`config.mk`:
```
export PLATFORM = sky130hd
export DESIGN_NAME = branch_update_scheduler_flat
export DESIGN_NICKNAME = d
export VERILOG_FILES = /design/src/rtl/branch_update_scheduler_if.sv /design/src/rtl/branch_update_scheduler.sv /design/src/flat_wrapper.sv
export SDC_FILE = /design/constraint.sdc
export NUM_CORES = 1
export LEC_CHECK = 0
export ABC_AREA = 1
export CORE_MARGIN = 10
export CORE_UTILIZATION = 45
export CTS_CLUSTER_DIAMETER = 100
export DETAILED_ROUTE_END_ITERATION = 10
export GPL_TIMING_DRIVEN = 0
export PLACE_DENSITY = 0.68
export SYNTH_ARGS = -nofsm -noshare
export SYNTH_HDL_FRONTEND = slang
export SYNTH_SLANG_ARGS = --single-unit
```
`constraint.sdc`:
```
create_clock -name iCLOCK -period 2.3 [get_ports iCLOCK]
set_input_delay 0.575 -clock iCLOCK [delete_from_list [all_inputs] [get_ports iCLOCK]]
set_output_delay 0.575 -clock iCLOCK [all_outputs]
set_load 0.01 [all_outputs]
```
`src/rtl/branch_update_scheduler_if.sv`:
```
// Bundle of fetch, execute and predictor-side signals around the branch
// update scheduler.
//   slave  : scheduler view (takes fetch/execute requests, drives predictor)
//   master : environment view (fetch/execute drivers, predictor observer)
// Signals:
//   iFLUSH                              predictor flush
//   iUPD_VALID/HIT/ADDR/INST_ADDR       resolved-branch update from execute
//   oUPD_READY                          update accepted when valid
//   iFETCH_SEARCH_REQ/ADDR              fetch lookup request
//   oFETCH_SEARCH_STALL                 lookup refused this cycle
//   oBP_SEARCH_STB/INST_ADDR            search port to predictor
//   oBP_JUMP_STB/HIT/ADDR/INST_ADDR     update port to predictor
//   oQUEUE_COUNT                        update FIFO occupancy
interface branch_update_scheduler_if #(
    parameter int DEPTH = 4
);
    logic                         iFLUSH;
    logic                         iUPD_VALID;
    logic                         oUPD_READY;
    logic                         iUPD_HIT;
    logic [31:0]                  iUPD_ADDR;
    logic [31:0]                  iUPD_INST_ADDR;
    logic                         iFETCH_SEARCH_REQ;
    logic [31:0]                  iFETCH_SEARCH_ADDR;
    logic                         oFETCH_SEARCH_STALL;
    logic                         oBP_SEARCH_STB;
    logic [31:0]                  oBP_SEARCH_INST_ADDR;
    logic                         oBP_JUMP_STB;
    logic                         oBP_JUMP_HIT;
    logic [31:0]                  oBP_JUMP_ADDR;
    logic [31:0]                  oBP_JUMP_INST_ADDR;
    logic [$clog2(DEPTH+1)-1:0]   oQUEUE_COUNT;

    modport slave (
        input  iFLUSH, iUPD_VALID, iUPD_HIT, iUPD_ADDR, iUPD_INST_ADDR,
               iFETCH_SEARCH_REQ, iFETCH_SEARCH_ADDR,
        output oUPD_READY, oFETCH_SEARCH_STALL, oBP_SEARCH_STB,
               oBP_SEARCH_INST_ADDR, oBP_JUMP_STB, oBP_JUMP_HIT,
               oBP_JUMP_ADDR, oBP_JUMP_INST_ADDR, oQUEUE_COUNT
    );

    modport master (
        output iFLUSH, iUPD_VALID, iUPD_HIT, iUPD_ADDR, iUPD_INST_ADDR,
               iFETCH_SEARCH_REQ, iFETCH_SEARCH_ADDR,
        input  oUPD_READY, oFETCH_SEARCH_STALL, oBP_SEARCH_STB,
               oBP_SEARCH_INST_ADDR, oBP_JUMP_STB, oBP_JUMP_HIT,
               oBP_JUMP_ADDR, oBP_JUMP_INST_ADDR, oQUEUE_COUNT
    );
endinterface

```
`src/rtl/branch_update_scheduler.sv`:
```
// Branch update scheduler: shares the predictor's single table port between
// fetch lookups (priority) and queued execute-side updates. Updates wait in a
// small FIFO and drain in idle slots; after STARVE_LIMIT consecutive lost
// slots one update is forced through and fetch is stalled for that cycle.
// Ports:
//   iCLOCK   clock
//   inRESET  asynchronous active-low reset
//   bus      branch_update_scheduler_if.slave (see interface header)
module branch_update_scheduler #(
    parameter int DEPTH        = 4,
    parameter int STARVE_LIMIT = 8
) (
    input  logic                          iCLOCK,
    input  logic                          inRESET,
    branch_update_scheduler_if.slave      bus
);
    localparam int PTR_W = (DEPTH > 1) ? $clog2(DEPTH) : 1;
    localparam int CNT_W = $clog2(DEPTH + 1);
    localparam int SW    = $clog2(STARVE_LIMIT + 1);

    typedef enum logic [1:0] {
        ST_IDLE  = 2'd0,
        ST_SHARE = 2'd1,
        ST_FORCE = 2'd2
    } state_t;

    state_t             state_r;
    state_t             state_next_s;
    logic [CNT_W-1:0]   count_r;
    logic [CNT_W-1:0]   count_next_s;
    logic [SW-1:0]      starve_r;
    logic [SW-1:0]      starve_next_s;
    logic [PTR_W-1:0]   wr_ptr_r;
    logic [PTR_W-1:0]   rd_ptr_r;
    logic               hit_mem_r  [DEPTH];
    logic [31:0]        addr_mem_r [DEPTH];
    logic [31:0]        inst_mem_r [DEPTH];

    logic               full_s;
    logic               upd_ready_s;
    logic               push_s;
    logic               pop_s;
    logic               search_stb_s;
    logic               stall_s;

    // Port grant, FIFO push/pop decisions and next-state computation.
    always_comb begin
        search_stb_s  = 1'b0;
        pop_s         = 1'b0;
        stall_s       = 1'b0;
        starve_next_s = starve_r;
        state_next_s  = state_r;
        count_next_s  = count_r;

        full_s      = (count_r == CNT_W'(DEPTH));
        upd_ready_s = !full_s && !bus.iFLUSH;
        push_s      = bus.iUPD_VALID && upd_ready_s;

        if (bus.iFLUSH) begin
            // Flush beats everything, including a forced slot; lookups still pass.
            search_stb_s  = bus.iFETCH_SEARCH_REQ;
            starve_next_s = '0;
            count_next_s  = '0;
            state_next_s  = ST_IDLE;
        end else begin
            case (state_r)
                ST_IDLE: begin
                    search_stb_s = bus.iFETCH_SEARCH_REQ;
                end
                ST_SHARE: begin
                    if (bus.iFETCH_SEARCH_REQ) begin
                        search_stb_s  = 1'b1;
                        starve_next_s = starve_r + SW'(1);
                    end else begin
                        pop_s         = 1'b1;
                        starve_next_s = '0;
                    end
                end
                ST_FORCE: begin
                    pop_s         = 1'b1;
                    stall_s       = bus.iFETCH_SEARCH_REQ;
                    starve_next_s = '0;
                end
                default: begin
                    starve_next_s = '0;
                end
            endcase

            count_next_s = count_r + CNT_W'(push_s) - CNT_W'(pop_s);

            // A lookup that wins the last allowed slot arms the forced drain.
            if ((state_r == ST_SHARE) && search_stb_s &&
                (starve_r == SW'(STARVE_LIMIT - 1))) begin
                state_next_s = ST_FORCE;
            end else if (count_next_s == CNT_W'(0)) begin
                state_next_s = ST_IDLE;
            end else begin
                state_next_s = ST_SHARE;
            end
        end
    end

    // Control state: FSM, occupancy, starvation counter and FIFO pointers.
    always_ff @(posedge iCLOCK or negedge inRESET) begin
        if (!inRESET) begin
            state_r  <= ST_IDLE;
            count_r  <= '0;
            starve_r <= '0;
            wr_ptr_r <= '0;
            rd_ptr_r <= '0;
        end else begin
            state_r  <= state_next_s;
            count_r  <= count_next_s;
            starve_r <= starve_next_s;
            if (bus.iFLUSH) begin
                wr_ptr_r <= '0;
                rd_ptr_r <= '0;
            end else begin
                if (push_s) begin
                    wr_ptr_r <= wr_ptr_r + PTR_W'(1);
                end
                if (pop_s) begin
                    rd_ptr_r <= rd_ptr_r + PTR_W'(1);
                end
            end
        end
    end

    // Update FIFO storage; a pushed entry becomes visible at the head next cycle.
    always_ff @(posedge iCLOCK or negedge inRESET) begin
        if (!inRESET) begin
            for (int i = 0; i < DEPTH; i++) begin
                hit_mem_r[i]  <= 1'b0;
                addr_mem_r[i] <= 32'h0;
                inst_mem_r[i] <= 32'h0;
            end
        end else if (push_s) begin
            hit_mem_r[wr_ptr_r]  <= bus.iUPD_HIT;
            addr_mem_r[wr_ptr_r] <= bus.iUPD_ADDR;
            inst_mem_r[wr_ptr_r] <= bus.iUPD_INST_ADDR;
        end
    end

    // Outputs follow the current-cycle grant; reset forces them to idle values
    // at once, without waiting for a clock edge.
    assign bus.oUPD_READY           = !inRESET || upd_ready_s;
    assign bus.oBP_SEARCH_STB       = inRESET && search_stb_s;
    assign bus.oBP_SEARCH_INST_ADDR = (inRESET && search_stb_s) ? bus.iFETCH_SEARCH_ADDR : 32'h0;
    assign bus.oBP_JUMP_STB         = inRESET && pop_s;
    assign bus.oBP_JUMP_HIT         = (inRESET && pop_s) ? hit_mem_r[rd_ptr_r] : 1'b0;
    assign bus.oBP_JUMP_ADDR        = (inRESET && pop_s) ? addr_mem_r[rd_ptr_r] : 32'h0;
    assign bus.oBP_JUMP_INST_ADDR   = (inRESET && pop_s) ? inst_mem_r[rd_ptr_r] : 32'h0;
    assign bus.oFETCH_SEARCH_STALL  = inRESET && stall_s;
    assign bus.oQUEUE_COUNT         = count_r;
endmodule

```
`src/flat_wrapper.sv`:
```
// flat-port wrapper written by rule: the top's interface ports become plain ports
module branch_update_scheduler_flat 
#(
    parameter int DEPTH        = 4,
    parameter int STARVE_LIMIT = 8
)
  (iCLOCK, inRESET, bus_iFLUSH, bus_iUPD_VALID, bus_iUPD_HIT, bus_iUPD_ADDR, bus_iUPD_INST_ADDR, bus_iFETCH_SEARCH_REQ, bus_iFETCH_SEARCH_ADDR, bus_oUPD_READY, bus_oFETCH_SEARCH_STALL, bus_oBP_SEARCH_STB, bus_oBP_SEARCH_INST_ADDR, bus_oBP_JUMP_STB, bus_oBP_JUMP_HIT, bus_oBP_JUMP_ADDR, bus_oBP_JUMP_INST_ADDR, bus_oQUEUE_COUNT);
  branch_update_scheduler_if #(.DEPTH(DEPTH)) bus_i ();
  input  logic iCLOCK;
  input  logic inRESET;
  input wire logic [$bits(bus_i.iFLUSH)-1:0] bus_iFLUSH;
  input wire logic [$bits(bus_i.iUPD_VALID)-1:0] bus_iUPD_VALID;
  input wire logic [$bits(bus_i.iUPD_HIT)-1:0] bus_iUPD_HIT;
  input wire logic [$bits(bus_i.iUPD_ADDR)-1:0] bus_iUPD_ADDR;
  input wire logic [$bits(bus_i.iUPD_INST_ADDR)-1:0] bus_iUPD_INST_ADDR;
  input wire logic [$bits(bus_i.iFETCH_SEARCH_REQ)-1:0] bus_iFETCH_SEARCH_REQ;
  input wire logic [$bits(bus_i.iFETCH_SEARCH_ADDR)-1:0] bus_iFETCH_SEARCH_ADDR;
  output wire logic [$bits(bus_i.oUPD_READY)-1:0] bus_oUPD_READY;
  output wire logic [$bits(bus_i.oFETCH_SEARCH_STALL)-1:0] bus_oFETCH_SEARCH_STALL;
  output wire logic [$bits(bus_i.oBP_SEARCH_STB)-1:0] bus_oBP_SEARCH_STB;
  output wire logic [$bits(bus_i.oBP_SEARCH_INST_ADDR)-1:0] bus_oBP_SEARCH_INST_ADDR;
  output wire logic [$bits(bus_i.oBP_JUMP_STB)-1:0] bus_oBP_JUMP_STB;
  output wire logic [$bits(bus_i.oBP_JUMP_HIT)-1:0] bus_oBP_JUMP_HIT;
  output wire logic [$bits(bus_i.oBP_JUMP_ADDR)-1:0] bus_oBP_JUMP_ADDR;
  output wire logic [$bits(bus_i.oBP_JUMP_INST_ADDR)-1:0] bus_oBP_JUMP_INST_ADDR;
  output wire logic [$bits(bus_i.oQUEUE_COUNT)-1:0] bus_oQUEUE_COUNT;
  assign bus_i.iFLUSH = bus_iFLUSH;
  assign bus_i.iUPD_VALID = bus_iUPD_VALID;
  assign bus_i.iUPD_HIT = bus_iUPD_HIT;
  assign bus_i.iUPD_ADDR = bus_iUPD_ADDR;
  assign bus_i.iUPD_INST_ADDR = bus_iUPD_INST_ADDR;
  assign bus_i.iFETCH_SEARCH_REQ = bus_iFETCH_SEARCH_REQ;
  assign bus_i.iFETCH_SEARCH_ADDR = bus_iFETCH_SEARCH_ADDR;
  assign bus_oUPD_READY = bus_i.oUPD_READY;
  assign bus_oFETCH_SEARCH_STALL = bus_i.oFETCH_SEARCH_STALL;
  assign bus_oBP_SEARCH_STB = bus_i.oBP_SEARCH_STB;
  assign bus_oBP_SEARCH_INST_ADDR = bus_i.oBP_SEARCH_INST_ADDR;
  assign bus_oBP_JUMP_STB = bus_i.oBP_JUMP_STB;
  assign bus_oBP_JUMP_HIT = bus_i.oBP_JUMP_HIT;
  assign bus_oBP_JUMP_ADDR = bus_i.oBP_JUMP_ADDR;
  assign bus_oBP_JUMP_INST_ADDR = bus_i.oBP_JUMP_INST_ADDR;
  assign bus_oQUEUE_COUNT = bus_i.oQUEUE_COUNT;
  branch_update_scheduler #(.DEPTH(DEPTH), .STARVE_LIMIT(STARVE_LIMIT)) u_core (.iCLOCK(iCLOCK), .inRESET(inRESET), .bus(bus_i));
endmodule
```
; After elaboration in Yosys (flattened, before gate mapping)
; Cells that the tools add are included.
[word_totals]
register_bits = 273
in_bits = 102
output_inout_bits = 104
[classes]
n_addsub = 5
order_cmp = 3
eq_ne = 5
n_mux = 41
bitwise_logic = 2
reduce_logical = 16
[op_table]
columns = operator, count
row1 = bitwise mux 128 bit, 2
row2 = 2-to-1 mux 32 bit, 8
row3 = binary-select mux 32 bit (select 2 bit), 2
row4 = demux 32 bit (select 2 bit), 1
row5 = 2-to-1 mux 1 bit, 13
row6 = 2-to-1 mux 2 bit, 6
row7 = logical AND 1 bit, 8
row8 = 2-to-1 mux 4 bit, 2
row9 = case mux 4 bit (2 select lines), 1
row10 = ">= comparator 3 bit, second input constant", 2
row11 = NOT 2 -> 3 bit, 2
row12 = "adder 2 x 1 -> 2 bit, second input constant", 2
row13 = "adder 4 x 1 -> 4 bit, second input constant", 1
row14 = bitwise mux 4 bit, 1
row15 = "== test 4 x 3 -> 1 bit, second input constant", 1
row16 = case mux 1 bit (2 select lines), 2
row17 = nonzero test 2 bit, 2
row18 = adder 3 x 1 -> 3 bit, 1
row19 = "== test 3 bit, second input constant", 1
row20 = logical NOT 1 bit, 3
row21 = logical NOT 3 bit, 1
row22 = "less-than comparator 3 x 1 -> 1 bit, second input constant", 1
row23 = 2-to-1 mux 3 bit, 1
row24 = subtractor 3 x 1 -> 3 bit, 1
row25 = other kinds (7), 7

; Depth between registers and ports, before layout
; Gate-level depths: netlist of the first run.
[depth]
depth_word = 10
ltp_mapped = 12
ltp_nobuf = 12

; Least setup slack after synthesis of the first run
; OpenSTA, ideal clock, no wires.
[synth_timing]
path_kind = input -> register
from = input bus_iFLUSH
to = register u_core.state_r[0]
setup_time_ps = 121
t_arrival_ps = 2004
t_required_ps = 2179
path_slack_ps = 175
cell_stages = 11
path_buffers = 2
path_cell_list = buf_4 inv_2 buf_4 nand3_1 inv_1 ha_1 inv_1 fa_1 inv_1 nor2_1 a21oi_1
[synth_between]
elab_chain_len = 9
[synth_lines]
columns = element, line_no
row1 = from (decl), flat_wrapper.sv:11  ; input wire logic [$bits(bus_i.iFLUSH)-1:0] bus_iFLUSH;
row2 = logical NOT 1 bit, branch_update_scheduler.sv:56  ; upd_ready_s = !full_s && !bus.iFLUSH;
row3 = logical AND 1 bit, branch_update_scheduler.sv:56
row4 = logical AND 1 bit, branch_update_scheduler.sv:57  ; push_s = bus.iUPD_VALID && upd_ready_s;
row5 = adder 3 x 1 -> 3 bit, branch_update_scheduler.sv:89  ; count_next_s = count_r + CNT_W'(push_s) - CNT_W'(pop_s);
row6 = subtractor 3 x 1 -> 3 bit, branch_update_scheduler.sv:89
row7 = logical NOT 3 bit, branch_update_scheduler.sv:95  ; end else if (count_next_s == CNT_W'(0)) begin
row8 = 2-to-1 mux 1 bit, branch_update_scheduler.sv:95
row9 = 2-to-1 mux 2 bit, branch_update_scheduler.sv:92  ; if ((state_r == ST_SHARE) && search_stb_s &&
row10 = 2-to-1 mux 2 bit (*), branch_update_scheduler.sv:59  ; if (bus.iFLUSH) begin
row11 = named net u_core.state_next_s[0], branch_update_scheduler.sv:28  ; state_t state_next_s;
row12 = to (signal assigned), branch_update_scheduler.sv:112  ; state_r <= state_next_s;
row13 = to (decl), branch_update_scheduler.sv:27  ; state_t state_r;
; Mark *: on every way through the listed nets, which the timed path passes. The rest lies on a longest branch.
; A chain may end at the register's enable or synchronous reset.

; Worst setup path in the final report of the first run
[layout_timing]
from = register u_core.state_r[0]
to = output bus_oBP_JUMP_ADDR[29]
[layout_between]
elab_chain_len = 6
elab_cells_between_ends = 7
cone_classes = eq/ne (2) / mux (4) / reduce/logical (1)
[layout_lines]
columns = element, line_no
row1 = == test 2 bit or == test 2 x 1 -> 1 bit (tied branches), branch_update_scheduler.sv:66  ; case (state_r)
row2 = case mux 1 bit (2 select lines) (*), branch_update_scheduler.sv:66
row3 = 2-to-1 mux 1 bit (*) (2 in a row), branch_update_scheduler.sv:59
row4 = logical AND 1 bit (*), branch_update_scheduler.sv:151  ; assign bus.oBP_JUMP_ADDR = (inRESET && pop_s) ? addr_mem_r[rd_ptr_r] : 32'h0;
row5 = 2-to-1 mux 32 bit (*), branch_update_scheduler.sv:151
row6 = to (decl), flat_wrapper.sv:24  ; output wire logic [$bits(bus_i.oBP_JUMP_ADDR)-1:0] bus_oBP_JUMP_ADDR;
; Every way passes the cells marked *; elsewhere a longest branch is shown, timed or not. The select of a mux whose other input is x is not followed.

==> results.sh, run 1 <==
export IMPL_grt_max_degree=86
export IMPL_synth_cell_types=24
export IMPL_clock_path_buffers=3
export IMPL_drtIter0Drc=1861
export IMPL_syn2layout_area_growth_pct=33.5
export IMPL_die_x_um=196
export IMPL_r2r_start="u_core.state_r[0]"
export IMPL_drive_above_1_share_pct=18.9
export IMPL_antennaDiodeCount=0
export IMPL_leakage_nw=9.18
export IMPL_status="complete, but fails checks"
export IMPL_yosysWarnings=0
export IMPL_r2r_cells=12
export IMPL_path_common_cell="buf_6"
export IMPL_ff2ff_setup_slack_ps=50
export IMPL_rows=64
export IMPL_coreArea_um2=30600
export IMPL_synth_edff_count=0
export IMPL_max_freq_mhz=358
export IMPL_setup_viol_count_final=100
export IMPL_endpoint_kind="output pin"
export IMPL_post_drt_wl_per_cell_um=20.8
export IMPL_violations="setup timing"
export IMPL_place_congestion=0.884
export IMPL_hold_ws_ps=21.9
export IMPL_drc=0
export IMPL_grt_pass1_vias=14347
export IMPL_finalPower_w=0.0194
export IMPL_maxCapViolCount=0
export IMPL_r2r_end="u_core.state_r[0]"
export IMPL_finalCritPeriodShare_pct=121
export IMPL_synthTopCellsByArea="dfrtp_1, nand2_1, nand4_1"
export IMPL_slew_headroom_pct=38.5
export IMPL_place_area_um2=16500
export IMPL_fillerInstances=2723
export IMPL_yosys_area_top_type_share_pct=49.0
export IMPL_syn_nets=1950
export IMPL_grt_pass1_wl_um=82700
export IMPL_start_util_pct=45.5
export IMPL_grt_usage_pct=26.4
export IMPL_path_clk_slew_ps=60
export IMPL_die_h_um=196
export IMPL_cts_tree="done"
export IMPL_seq_area_frac_synth_pct=49.0
export IMPL_synth_main_ff_cell="dfrtp_1"
export IMPL_peakVddDrop_uv=517
export IMPL_insertion_delay_ps=560
export IMPL_slowest_stage="dfrtp_1"
export IMPL_drv_slew=0
export IMPL_yosysTopAreaCell="dfrtp_1"
export IMPL_final_antenna_net_count=0
export IMPL_viasPerCell=5.87
export IMPL_synth_seq_cells=273
export IMPL_hp_class="in2async"
export IMPL_dp_hpwl_um=34900
export IMPL_routed_wl_um=52400
export IMPL_finalWorstSetupSlack_ps=-490
export IMPL_hold_viol=0
export IMPL_yosysMostFrequentCell="nand2_1"
export IMPL_vias=14771
export IMPL_final_area_um2=18600
export IMPL_cts_sinks=273
export IMPL_dr_pass1_iters=8
export IMPL_avgSynthCellArea_um2=7.58
export IMPL_clock_root_buffer="clkbuf_16"
export IMPL_cts_htree_levels=1
export IMPL_synthTopCellsByCount="nand2_1, nor2_1, dfrtp_1"
export IMPL_min_period_ps=2790
export IMPL_synthArstFlopShare_pct=100
export IMPL_antenna_found_initial=0
export IMPL_synth_cells=1838
export IMPL_grt_ovfl_total=0
export IMPL_layout_nets=2218
export IMPL_boundaryPins=206
export IMPL_cellPowerDensity_nw_per_um2=1050
export IMPL_io_buffers=204
export IMPL_rsz0062_at_grt="true"
export IMPL_cp_required_ps=1730
export IMPL_cp_arrival_ps=2210
export IMPL_syn_area_um2=13900
export IMPL_crit_type="reg2out"
export IMPL_cts_buffers=30
export IMPL_stdcell_count=2516
export IMPL_place_inst=2440
export IMPL_max_slew_worst_pin_slew_ps=923
export IMPL_crit_path_max_incr_delay_ps=380
export IMPL_crit_fanout=6
export IMPL_startpoint_type="flip-flop"
export IMPL_final_util_pct=60.8
export IMPL_finalClockSkew_ps=11.4
export IMPL_cp_cell_sequence="buf_6 > ha_4 > nand2_2 > nand2_2 > nand4_1 > buf_6 > buf_12 > buf_12 > a21oi_4 > buf_6"
export IMPL_dieArea_um2=38400
-- cells by family after synthesis --
family | after synthesis | share of synthesized area, %
xor+xnor | 3 | 0.189
fa+ha+maj | 10 | 0.952
compound gates | 201 | 7.32
simple gates | 1127 | 35.3
buf+inv | 224 | 7.21
flops | 273 | 49.0
-- per-layer routing --
metal | vias to the layer above | share of wire [%] | track usage (%)
met5 | - | 0 | 0
met4 | 0 | 2.4 | 7.24
met3 | 102 | 8.9 | 3.65
met2 | 816 | 47 | 43.3
met1 | 7208 | 41 | 35.7
li1 | 6645 | - | -
-- stage by stage --
stage,setup TNS (ps),setup slack (ps)
after floorplan,0,175
after global placement,-4482470,-13260
after detailed placement,-209830,-1910
after CTS,-34060,-407
after global routing,-42510,-498
final,-39100,-490
-- report_power, final --
group          total, W  internal, W  switching, W
Clock           0.00460      0.00266       0.00193
Sequential      0.00828      0.00704       0.00123
Combinational   0.00657      0.00238       0.00419
Total            0.0194       0.0121       0.00736
-- cell usage in the layout, fill, tap and decap left out, types with 3 or more instances in the layout --
master and n:
inv_2 5, nor2_4 15, clkdlybuf4s50_1 101, buf_16 5
nand4_1 266, clkbuf_1 60, nand2_2 3, nor2_2 15
clkbuf_8 10, dfrtp_1 271, clkbuf_2 12, clkbuf_4 8
ha_1 6, nor2_1 274, inv_1 48, a21oi_1 4
buf_2 107, buf_6 58, nand2_1 543, buf_12 7
buf_8 4, ha_4 3, nand3_1 6, o21ai_1 25
a21oi_2 36, clkbuf_16 35, buf_4 37, a21oi_4 29
o21ai_0 106
-- worst max-delay path by stage --
stage                                 start                            to  slack [ps]  depth (start not counted)
after floorplan                  bus_iFLUSH             u_core.state_r[0]         180                         11
after global placement              inRESET  bus_oBP_SEARCH_INST_ADDR[24]      -13260                          5
after detailed placement            inRESET         bus_oBP_JUMP_ADDR[21]       -1910                          7
after CTS                 u_core.state_r[1]         bus_oBP_JUMP_ADDR[29]        -410                         10
after global routing      u_core.state_r[1]    bus_oBP_JUMP_INST_ADDR[27]        -500                         10
final                     u_core.state_r[0]         bus_oBP_JUMP_ADDR[29]        -490                         10
-- cell type report --
type	count	area (um^2)	area share, %
plain buffers	168	1100	5.91
clock buffers	44	865	4.65
clock inverters	2	35.0	0.188
inverters	55	211	1.14
multi-input cells	1341	6760	36.3
flip-flops and latches	273	6830	36.7
well taps	396	495	2.66
repair buffers	237	2300	12.4
-- worst max-delay path: cells and delay by family (launching register included) --
family	cells	cell delay [ps]
AO/OA/AOI/OAI	1	170
adder cells (fa/ha/maj)	1	140
buffers and inverters	5	720
flip-flops	1	380
AND/OR/NAND/NOR	3	230
-- registers in the layout (all words and copies together), names as in the netlist --
name / cells
u_core.addr_mem_r: 128
u_core.bus.oQUEUE_COUNT: 3
u_core.hit_mem_r: 4
u_core.inst_mem_r: 128
u_core.rd_ptr_r: 2
u_core.starve_r: 4
u_core.state_r: 2
u_core.wr_ptr_r: 2
-- repair_timing --
| action | 4_1_cts | 5_1_grt |
|---|---|---|
| pin swaps | 6 | 4 |
| setup endpoints to repair | 101 | 115 |
| buffers inserted | 23 | 0 |
| endpoints found under the hold margin | 54 | 0 |
| cloned | 7 | 0 |
| hold buffers | 1 | 0 |
| gates resized for setup | 674 | 69 |
(Power assumes the default switching activity.)
==> run 2: changes to the inputs <==
clock period = 3.4 ns   (was 2.3 ns; I/O delays follow)
==> run 2 against run 1 <==
  * The flow now finishes without violations
  * Die area unchanged
  * Routed wire length down 2.1%
  * Core utilization down 3.2 points
  * Sequential power down 32%
  * Largest cell class unchanged
  * Largest power group unchanged
==> results.sh, run 2 (synthesis gave the netlist of run 1 again) <==
export IMPL_leakage_nw=9.00
export IMPL_antennaDiodeCount=0
export IMPL_coreArea_um2=30600
export IMPL_hold_viol=0
export IMPL_status="completed"
export IMPL_dr_pass1_iters=6
export IMPL_finalWorstSetupSlack_ps=124
export IMPL_hp_class="in2async"
export IMPL_rows=64
export IMPL_cellPowerDensity_nw_per_um2=727
export IMPL_max_slew_worst_pin_slew_ps=933
export IMPL_drtIter0Drc=1799
export IMPL_grt_pass1_vias=14114
export IMPL_io_buffers=204
export IMPL_min_period_ps=3280
export IMPL_grt_pass1_wl_um=81000
export IMPL_place_congestion=0.884
export IMPL_antenna_found_initial=0
export IMPL_drive_above_1_share_pct=11.5
export IMPL_final_antenna_net_count=0
export IMPL_peakVddDrop_uv=348
export IMPL_vias=14530
export IMPL_grt_ovfl_total=0
export IMPL_crit_type="reg2out"
export IMPL_cts_tree="done"
export IMPL_viasPerCell=5.82
export IMPL_endpoint_kind="output pin"
export IMPL_reg_largest_list="u_core.addr_mem_r (128), u_core.inst_mem_r (128)"
export IMPL_finalCritPeriodShare_pct=96.3
export IMPL_die_h_um=196
export IMPL_maxCapViolCount=0
export IMPL_final_cell_mix="nand2_1, nor2_1, dfrtp_1"
export IMPL_final_common_cell="nand2_1"
export IMPL_cp_arrival_ps=2430
export IMPL_path_clk_slew_ps=60
export IMPL_boundaryPins=206
export IMPL_grt_usage_pct=25.9
export IMPL_cts_sinks=273
export IMPL_insertion_delay_ps=550
export IMPL_drv_slew=0
export IMPL_cts_htree_levels=1
export IMPL_finalSetupTns_ps=0
export IMPL_finalClockSkew_ps=8.88
export IMPL_dpl_worst_slack_ps=-1360
export IMPL_crit_fanout=10
export IMPL_grt_max_degree=86
export IMPL_clock_path_buffers=3
export IMPL_slew_headroom_pct=37.8
export IMPL_setup_viol_count_final=0
export IMPL_max_freq_mhz=305
export IMPL_post_drt_wl_per_cell_um=20.5
export IMPL_dieArea_um2=38400
export IMPL_dp_hpwl_um=34900
export IMPL_drc=0
export IMPL_startpoint_type="flip-flop"
export IMPL_cts_buffers=30
export IMPL_routed_wl_um=51300
export IMPL_cp_required_ps=2550
export IMPL_syn2layout_area_growth_pct=26.4
export IMPL_start_util_pct=45.5
export IMPL_layout_nets=2200
export IMPL_die_x_um=196
export IMPL_clock_root_buffer="clkbuf_16"
[run 2: cell type report]
class                           count  area [um^2]
Buffer                            167          872
Sequential cell                   273         6830
Timing Repair Buffer              220         2080
Fill cell                        2900        13000
Clock buffer                       44          865
Inverter                           55          206
Clock inverter                      2         35.0
Tap cell                          396          495
Multi-Input combinational cell   1341         6220
[run 2: critical path, stage by stage, from the launching register on]
cell	delay (ps)
dfrtp_1	360
buf_4	130
ha_4	140
nand2_1	50
nand2_1	70
nand4_1	180
buf_4	200
buf_4	140
buf_2	180
a21oi_1	130
dlygate4sd2_1	290
[run 2: repair_timing]
action,in CTS,in global routing
setup endpoints to repair,101,91
resized for setup,151,125
cloned,5,0
setup buffers,4,5
pin swaps,0,1
hold buffers,0,0
[run 2: final timing paths]
path | start | end | slack [ps] | depth (start not counted)
min in group iCLOCK | u_core.addr_mem_r[65] | u_core.addr_mem_r[65] | 470 | 2
worst min register to register | u_core.addr_mem_r[65] | u_core.addr_mem_r[65] | 470 | 2
worst min-delay path | inRESET | u_core.inst_mem_r[0] | 150 | 1
worst max-delay path | u_core.state_r[0] | bus_oBP_JUMP_INST_ADDR[17] | 120 | 10
worst max register to register | u_core.wr_ptr_r[0] | u_core.inst_mem_r[61] | 1100 | 6
max in group asynchronous | inRESET | u_core.addr_mem_r[8] | 2580 | 2
[run 2: per-stage QoR]
| stage | hold slack (ps) | total power (W) | std cells | utilization (%) | instance area (um^2) |
|---|---|---|---|---|---|
| 5_1_grt | 140 | 0.0137 | 2498 | 57.6 | 17600 |
| 2_1_floorplan | 444 | 0.00812 | 1838 | - | 13900 |
| 3_3_place_gp | 456 | 0.00937 | 2438 | 53.8 | 16500 |
| 4_1_cts | 139 | 0.0127 | 2494 | 57.6 | 17600 |
| 3_5_place_dp | 461 | 0.00951 | 2440 | 54.0 | 16500 |
| 6_report | 150 | 0.0128 | 2498 | 57.6 | 17600 |
[run 2: where the power goes]
group / total, W / leakage, nW / switching (W) / internal, W
Combinational: 0.00412 / 5.04 / 0.00261 / 0.00150
Clock: 0.00310 / 0.439 / 0.00130 / 0.00180
Sequential: 0.00559 / 3.51 / 0.000828 / 0.00476
Total: 0.0128 / 9.00 / 0.00474 / 0.00807
[run 2: layer usage]
metal	routed length [um]	vias to the layer above	track usage, %
met5	0	-	0
li1	-	6600	-
met2	23900	831	42.1
met4	1260	0	7.47
met3	4730	89	3.92
met1	21400	7010	35.0
